--- config.mk ---
export PLATFORM = sky130hd
export DESIGN_NAME = lcd_framebuffer_writer_flat
export DESIGN_NICKNAME = d
export VERILOG_FILES = /design/src/rtl/lcd_pkg.sv /design/src/rtl/lcd_framebuffer_writer_if.sv /design/src/rtl/pixel_packer.sv /design/src/rtl/lcd_framebuffer_writer.sv /design/src/flat_wrapper.sv
export SDC_FILE = /design/constraint.sdc
export NUM_CORES = 1
export LEC_CHECK = 0
export BUFFER_PORTS_ARGS = -buffer_cell sky130_fd_sc_hd__buf_2
export CELL_PAD_IN_SITES_DETAIL_PLACEMENT = 2
export CELL_PAD_IN_SITES_GLOBAL_PLACEMENT = 2
export CORE_MARGIN = 2
export CORE_UTILIZATION = 36
export DETAILED_ROUTE_END_ITERATION = 10
export GPL_ROUTABILITY_DRIVEN = 0
export PLACE_DENSITY = 0.91
export SYNTH_ARGS = -nofsm -noshare
export SYNTH_HDL_FRONTEND = slang
export SYNTH_SLANG_ARGS = --single-unit
--- constraint.sdc ---
create_clock -name clk_in -period 2.9 [get_ports clk_in]
set_input_delay 0.435 -clock clk_in [delete_from_list [all_inputs] [get_ports clk_in]]
set_output_delay 0.435 -clock clk_in [all_outputs]
set_load 0.02 [all_outputs]
--- src/rtl/lcd_pkg.sv ---
// Shared constants and types for the LCD framebuffer writer.
// The writer packs 2-bit shades four to a byte and tracks its own screen position.
package lcd_pkg;

  localparam int LCD_WIDTH           = 160;
  localparam int LCD_HEIGHT          = 144;
  localparam int LCD_WORDS_PER_LINE  = 40;
  localparam int LCD_PIXELS_PER_WORD = 4;

  typedef logic [1:0] lcd_shade_t;

  typedef enum logic [1:0] {
    IDLE   = 2'd0,
    ACTIVE = 2'd1,
    DONE   = 2'd2
  } lcd_wr_state_t;

endpackage

--- src/rtl/lcd_framebuffer_writer_if.sv ---
// Pixel-stream input and framebuffer-write output bundle for lcd_framebuffer_writer.
// Handshake: pixel_valid_in is a one-cycle strobe with no ready; every strobe is consumed.
interface lcd_framebuffer_writer_if #(
  parameter int FB_ADDR_WIDTH = 13
);
  import lcd_pkg::*;

  logic                     enable_in;
  logic                     frame_start_in;
  lcd_shade_t               pixel_in;
  logic                     pixel_valid_in;
  logic [FB_ADDR_WIDTH-1:0] fb_addr_out;
  logic [7:0]               fb_data_out;
  logic                     fb_we_out;
  logic [7:0]               x_out;
  logic [7:0]               y_out;
  logic                     line_done_out;
  logic                     frame_done_out;
  logic                     overrun_out;
  lcd_wr_state_t            state;

  modport slave (
    input  enable_in, frame_start_in, pixel_in, pixel_valid_in,
    output fb_addr_out, fb_data_out, fb_we_out, x_out, y_out,
           line_done_out, frame_done_out, overrun_out, state
  );

  modport master (
    output enable_in, frame_start_in, pixel_in, pixel_valid_in,
    input  fb_addr_out, fb_data_out, fb_we_out, x_out, y_out,
           line_done_out, frame_done_out, overrun_out, state
  );

endinterface

--- src/rtl/pixel_packer.sv ---
// Shift/pack unit: four 2-bit shades in, one byte out, first pixel in bits [1:0].
// word is the byte including the current shade, valid when word_ready pulses.
module pixel_packer
  import lcd_pkg::*;
(
  input  logic       clk,
  input  logic       rst_n,
  input  logic       clear,
  input  logic       accept,
  input  lcd_shade_t shade,
  input  logic [1:0] slot,
  output logic [7:0] word,
  output logic       word_ready
);

  logic [7:0] sr;

  // New shades enter at the top; after four shifts the first sits in [1:0].
  assign word       = {shade, sr[7:2]};
  assign word_ready = accept && (slot == 2'd3);

  always_ff @(posedge clk or negedge rst_n) begin
    if (!rst_n) begin
      sr <= 8'h00;
    end else if (accept) begin
      sr <= clear ? {shade, 6'b000000} : word;
    end else if (clear) begin
      sr <= 8'h00;
    end
  end

endmodule

--- src/rtl/lcd_framebuffer_writer.sv ---
// Sink of the PPU pixel stream: tracks X/Y, packs pixels into bytes and writes
// them to the framebuffer BRAM, flagging line/frame completion and overruns.
module lcd_framebuffer_writer
  import lcd_pkg::*;
#(
  parameter int X_MAX         = LCD_WIDTH,
  parameter int Y_MAX         = LCD_HEIGHT,
  parameter int FB_ADDR_WIDTH = 13
) (
  input  logic                    clk_in,
  input  logic                    rst_n_in,
  lcd_framebuffer_writer_if.slave bus
);

  localparam logic [FB_ADDR_WIDTH-1:0] WORDS_PER_LINE =
    FB_ADDR_WIDTH'(X_MAX / LCD_PIXELS_PER_WORD);
  localparam logic [7:0] LAST_COL = 8'(X_MAX - 1);
  localparam logic [7:0] LAST_ROW = 8'(Y_MAX - 1);

  lcd_wr_state_t            state;
  logic [7:0]               x;
  logic [7:0]               y;
  logic [FB_ADDR_WIDTH-1:0] row_base;
  logic [FB_ADDR_WIDTH-1:0] fb_addr;
  logic [7:0]               fb_data;
  logic                     fb_we;
  logic                     line_done;
  logic                     frame_done;
  logic                     overrun;

  logic                     start;
  logic                     accept;
  logic                     clear;
  logic [7:0]               cur_x;
  logic [7:0]               cur_y;
  logic [FB_ADDR_WIDTH-1:0] cur_base;
  logic [7:0]               word;
  logic                     word_ready;

  // A start in the same cycle as a pixel makes that pixel (0,0), so the
  // position used for this cycle's pixel is forced to the frame origin.
  always_comb begin
    start    = 1'b0;
    accept   = 1'b0;
    clear    = 1'b0;
    cur_x    = x;
    cur_y    = y;
    cur_base = row_base;
    if (bus.enable_in) begin
      start  = bus.frame_start_in;
      accept = bus.pixel_valid_in && (start || (state == ACTIVE));
    end
    clear = !bus.enable_in || start;
    if (start) begin
      cur_x    = 8'd0;
      cur_y    = 8'd0;
      cur_base = '0;
    end
  end

  pixel_packer u_packer (
    .clk        (clk_in),
    .rst_n      (rst_n_in),
    .clear      (clear),
    .accept     (accept),
    .shade      (bus.pixel_in),
    .slot       (cur_x[1:0]),
    .word       (word),
    .word_ready (word_ready)
  );

  always_ff @(posedge clk_in or negedge rst_n_in) begin
    if (!rst_n_in) begin
      state      <= IDLE;
      x          <= 8'd0;
      y          <= 8'd0;
      row_base   <= '0;
      fb_addr    <= '0;
      fb_data    <= 8'h00;
      fb_we      <= 1'b0;
      line_done  <= 1'b0;
      frame_done <= 1'b0;
      overrun    <= 1'b0;
    end else begin
      fb_we      <= 1'b0;
      line_done  <= 1'b0;
      frame_done <= 1'b0;
      if (!bus.enable_in) begin
        state    <= IDLE;
        x        <= 8'd0;
        y        <= 8'd0;
        row_base <= '0;
      end else begin
        if (start) begin
          state    <= ACTIVE;
          x        <= 8'd0;
          y        <= 8'd0;
          row_base <= '0;
          overrun  <= 1'b0;
        end else if ((state == DONE) && bus.pixel_valid_in) begin
          overrun <= 1'b1;
        end

        if (accept) begin
          if (word_ready) begin
            fb_we   <= 1'b1;
            fb_data <= word;
            fb_addr <= cur_base + FB_ADDR_WIDTH'(cur_x[7:2]);
          end
          // X_MAX is a multiple of 4, so the last column always completes a word.
          if (cur_x == LAST_COL) begin
            x         <= 8'd0;
            line_done <= 1'b1;
            if (cur_y == LAST_ROW) begin
              state      <= DONE;
              frame_done <= 1'b1;
              y          <= cur_y;
            end else begin
              y        <= cur_y + 8'd1;
              row_base <= cur_base + WORDS_PER_LINE;
            end
          end else begin
            x <= cur_x + 8'd1;
          end
        end
      end
    end
  end

  assign bus.fb_addr_out    = fb_addr;
  assign bus.fb_data_out    = fb_data;
  assign bus.fb_we_out      = fb_we;
  assign bus.x_out          = x;
  assign bus.y_out          = y;
  assign bus.line_done_out  = line_done;
  assign bus.frame_done_out = frame_done;
  assign bus.overrun_out    = overrun;
  assign bus.state          = state;

endmodule
--- src/flat_wrapper.sv ---
// flat-port wrapper written by rule: the top's interface ports become plain ports
module lcd_framebuffer_writer_flat import lcd_pkg::*;
#(
  parameter int X_MAX         = LCD_WIDTH,
  parameter int Y_MAX         = LCD_HEIGHT,
  parameter int FB_ADDR_WIDTH = 13
)
  (clk_in, rst_n_in, bus_enable_in, bus_frame_start_in, bus_pixel_in, bus_pixel_valid_in, bus_fb_addr_out, bus_fb_data_out, bus_fb_we_out, bus_x_out, bus_y_out, bus_line_done_out, bus_frame_done_out, bus_overrun_out, bus_state);
  lcd_framebuffer_writer_if #(.FB_ADDR_WIDTH(FB_ADDR_WIDTH)) bus_i ();
  input  logic clk_in;
  input  logic rst_n_in;
  input wire logic [$bits(bus_i.enable_in)-1:0] bus_enable_in;
  input wire logic [$bits(bus_i.frame_start_in)-1:0] bus_frame_start_in;
  input wire logic [$bits(bus_i.pixel_in)-1:0] bus_pixel_in;
  input wire logic [$bits(bus_i.pixel_valid_in)-1:0] bus_pixel_valid_in;
  output wire logic [$bits(bus_i.fb_addr_out)-1:0] bus_fb_addr_out;
  output wire logic [$bits(bus_i.fb_data_out)-1:0] bus_fb_data_out;
  output wire logic [$bits(bus_i.fb_we_out)-1:0] bus_fb_we_out;
  output wire logic [$bits(bus_i.x_out)-1:0] bus_x_out;
  output wire logic [$bits(bus_i.y_out)-1:0] bus_y_out;
  output wire logic [$bits(bus_i.line_done_out)-1:0] bus_line_done_out;
  output wire logic [$bits(bus_i.frame_done_out)-1:0] bus_frame_done_out;
  output wire logic [$bits(bus_i.overrun_out)-1:0] bus_overrun_out;
  output wire logic [$bits(bus_i.state)-1:0] bus_state;
  assign bus_i.enable_in = bus_enable_in;
  assign bus_i.frame_start_in = bus_frame_start_in;
  assign bus_i.pixel_in = bus_pixel_in;
  assign bus_i.pixel_valid_in = bus_pixel_valid_in;
  assign bus_fb_addr_out = bus_i.fb_addr_out;
  assign bus_fb_data_out = bus_i.fb_data_out;
  assign bus_fb_we_out = bus_i.fb_we_out;
  assign bus_x_out = bus_i.x_out;
  assign bus_y_out = bus_i.y_out;
  assign bus_line_done_out = bus_i.line_done_out;
  assign bus_frame_done_out = bus_i.frame_done_out;
  assign bus_overrun_out = bus_i.overrun_out;
  assign bus_state = bus_i.state;
  lcd_framebuffer_writer #(.X_MAX(X_MAX), .Y_MAX(Y_MAX), .FB_ADDR_WIDTH(FB_ADDR_WIDTH)) u_core (.clk_in(clk_in), .rst_n_in(rst_n_in), .bus(bus_i));
endmodule
==> results.json <==
{
  "syn_to_final_growth_pct": 15.2,
  "setup_viol": 0,
  "cts_hold_buf": 0,
  "coreArea_mm2": 0.00915,
  "cts_resized": 0,
  "fin_crit_ns": 2.49,
  "finish.utilization_pct": 42.3,
  "wirelength_um": 11100,
  "first_pass_iters": 4,
  "critPathRequiredTime_ns": 3.15,
  "p_leak_nw": 1.95,
  "crit_path_start_kind": "flip-flop",
  "drt-met1-wl_um": 4960,
  "die_h_um": 101,
  "via_per_inst": 5.45,
  "hold_violations": 0,
  "synth_xor_area_share_pct": 7.30,
  "peakVddDrop_mv": 0.284,
  "synth_compound_area_share_pct": 10.5,
  "drive_above_1_share_pct": 22.6,
  "synthFlopType": "dfrtp_1",
  "crit_arrival_ns": 2.74,
  "crit_fanout": 8,
  "r2r_cells": 8,
  "cts_setup_buffers": 0,
  "cts.sinks": 62,
  "avgSynthCellArea_um2": 9.79,
  "cts_max_level": 3,
  "path_clk_slew_ns": 0.07,
  "netlist_area_mm2": 0.00336,
  "fmax_mhz": 402,
  "status": "complete, no violations",
  "diodes": 0,
  "synth.distinct_cells": 56,
  "cts_made_buffers": 9,
  "dr_wl_met2_um": 5590,
  "die_area_mm2": 0.0101,
  "cts_tree": "done",
  "cp-end-kind": "flip-flop",
  "synth_simple_gate_area_share_pct": 28.4,
  "p_total_w": 0.00167,
  "cts_root_buffer": "clkbuf_8",
  "maxUsedRoutingLayer": "met4",
  "synth_top_family_by_area": "simple AND/OR/NAND/NOR gates",
  "die_w_um": 101,
  "synth_seq_area_share_pct": 46.2,
  "antenna_found_initial": 0,
  "synth_edf_count": 0,
  "vias": 2772,
  "dr_wl_met3_um": 270,
  "synth_warnings": 0,
  "holdCritPathClass": "input pin to async pin",
  "io_buffers": 49,
  "ios": 50,
  "worstMarginPinSlew_ns": 0.813,
  "drc_errors": 0,
  "wl_per_cell_um": 21.8,
  "post-place-cells": 493,
  "grt_pass1_wl_um": 17800,
  "grt_overflow": 0,
  "nNetsFinal": 409,
  "async_flop_share_pct": 100,
  "synth_cells": 343,
  "grt_use_total_pct": 23.2,
  "skew_ns": 0.00856,
  "cap_violations": 0,
  "dp_hpwl_um": 7330,
  "ys_seq_elements": 62,
  "final_cells": 509,
  "min_period_over_period_pct": 85.8,
  "path_class": "flip-flop to flip-flop",
  "rows": 35,
  "drtIter0Drc": 129,
  "drv_slew": 0,
  "initial_core_util_pct": 36.7,
  "clk_latency_ns": 0.36,
  "ant_nets": 0,
  "finalSetupTns_ns": 0,
  "rsz0062_at_grt": "false",
  "grt_max_degree": 33,
  "synth.net_count": 359,
  "max_slew_margin_pct": 45.8,
  "powerDensity_mw_per_mm2": 431,
  "cts_buffer_depth": 2,
  "grt_pass1_vias": 3165,
  "synth.area.mux_share_pct": 0.596,
  "synthAdderAreaFrac_pct": 3.58
}
-- worst paths after layout --
path	end	slack (ns)	from
setup / recovery	u_core.bus.fb_addr_out[8]	0.41	u_core.bus.x_out[2]
hold / removal	u_core.bus.x_out[7]	0.17	rst_n_in
setup reg to reg	u_core.bus.fb_addr_out[8]	0.41	u_core.bus.x_out[2]
hold reg to reg	u_core.bus.fb_addr_out[7]	0.48	u_core.bus.fb_addr_out[7]
max in group asynchronous	u_core.row_base[9]	2.09	rst_n_in
min in group clk_in	u_core.bus.fb_data_out[6]	0.30	bus_pixel_in[0]
-- where the power goes --
group          switching, W   total, W  internal (W)  leakage [nW]
registers        0.00000558   0.000876      0.000870         0.863
logic             0.0000759  0.0000991     0.0000232         0.997
clock network      0.000362   0.000691      0.000330        0.0861
-- flip-flops by register name, summed over array words and instances, names as in the netlist --
name and flops:
u_core.bus.fb_addr_out 13, u_core.bus.fb_data_out 8, u_core.bus.fb_we_out 1, u_core.bus.frame_done_out 1, u_core.bus.line_done_out 1, u_core.bus.overrun_out 1
u_core.bus.state 2, u_core.bus.x_out 8, u_core.bus.y_out 8, u_core.row_base 13, u_core.u_packer.sr 6
-- synthesized netlist by cell type (2+ instances only) --
master / number / area [um^2]
a21o_1: 3 / 22.5
nor3b_1: 3 / 22.5
a21boi_4: 2 / 37.5
nand2b_1: 2 / 12.5
and3_1: 4 / 25.0
o31ai_1: 5 / 37.5
xnor2_1: 15 / 131
o21ai_0: 7 / 35.0
nor2_1: 23 / 86.3
nand3_1: 11 / 55.1
xor2_1: 13 / 114
dfrtp_1: 62 / 1550
buf_2: 3 / 15.0
inv_1: 2 / 7.51
nand2_1: 72 / 270
a21oi_1: 16 / 80.1
nand4_1: 6 / 37.5
clkbuf_1: 8 / 30.0
inv_2: 2 / 7.51
ha_1: 8 / 100
o211ai_1: 2 / 15.0
buf_6: 4 / 45.0
and2_1: 20 / 125
nor3_2: 2 / 20.0
nor2b_1: 3 / 18.8
a21oi_2: 2 / 17.5
a211o_1: 4 / 35.0
mux2i_1: 2 / 20.0
o21a_1: 2 / 15.0
and4_1: 3 / 26.3
nor3_1: 7 / 35.0
-- layer usage --
| layer | vias to the layer above | track usage [%] |
|---|---|---|
| met5 | - | 0 |
| met4 | 0 | 8.43 |
| met3 | 30 | 4.23 |
| met2 | 54 | 39.8 |
| met1 | 1419 | 29.2 |
| li1 | 1269 | - |
-- kinds of logic (layout without fill, tap and decap cells) --
family | after synthesis | in the layout
flip-flops | 62 | 62
AND/OR/NAND/NOR | 171 | 171
adder cells (fa/ha/maj) | 9 | 9
XOR/XNOR | 28 | 28
AO/OA/AOI/OAI | 50 | 50
buffers and inverters | 21 | 76
multiplexers | 2 | 2
-- metrics by stage --
stage | instance area [um^2] | setup WS (ns) | hold slack [ns]
detailed placement | 3700 | 0.274 | 0.466
finish | 3870 | 0.411 | 0.166
global placement | 3700 | 0.494 | 0.454
global route | 3870 | 0.249 | 0.207
CTS | 3870 | 0.411 | 0.183
floorplan | 3360 | 0.362 | 0.139
-- critical path, stage by stage (launching register included) --
cell and delay (ns):
dfrtp_1 0.48, and2_1 0.21, ha_1 0.24, fa_1 0.43, a21o_1 0.21, a21oi_1 0.32, nor3b_1 0.12, xnor2_1 0.14
o31ai_1 0.23
-- layout make-up --
cell class / instances / area, um^2
repair buffers: 55 / 303
inverters: 5 / 20.0
flip-flops and latches: 62 / 1550
multi-input cells: 260 / 1690
clock inverters: 4 / 22.5
fillers: 989 / 5280
well taps: 111 / 139
clock buffers: 12 / 145
-- cell usage in the layout, fill, tap and decap left out, types with 3 or more instances in the layout --
master and count:
nor2_1 23, a21oi_1 16, buf_2 49, clkbuf_8 10, nor3_1 7, o21ai_0 7, clkinv_2 4, o31ai_1 5
and2_1 20, a21o_1 3, nand3_1 11, nor3b_1 3, and4_1 3, dfrtp_1 62, nand4_1 6, nor2b_1 3
a211o_1 4, and3_1 4, buf_4 5, nand2_1 72, xnor2_1 15, xor2_1 13, ha_1 8
No activity file was read; power rests on OpenSTA's default activity.
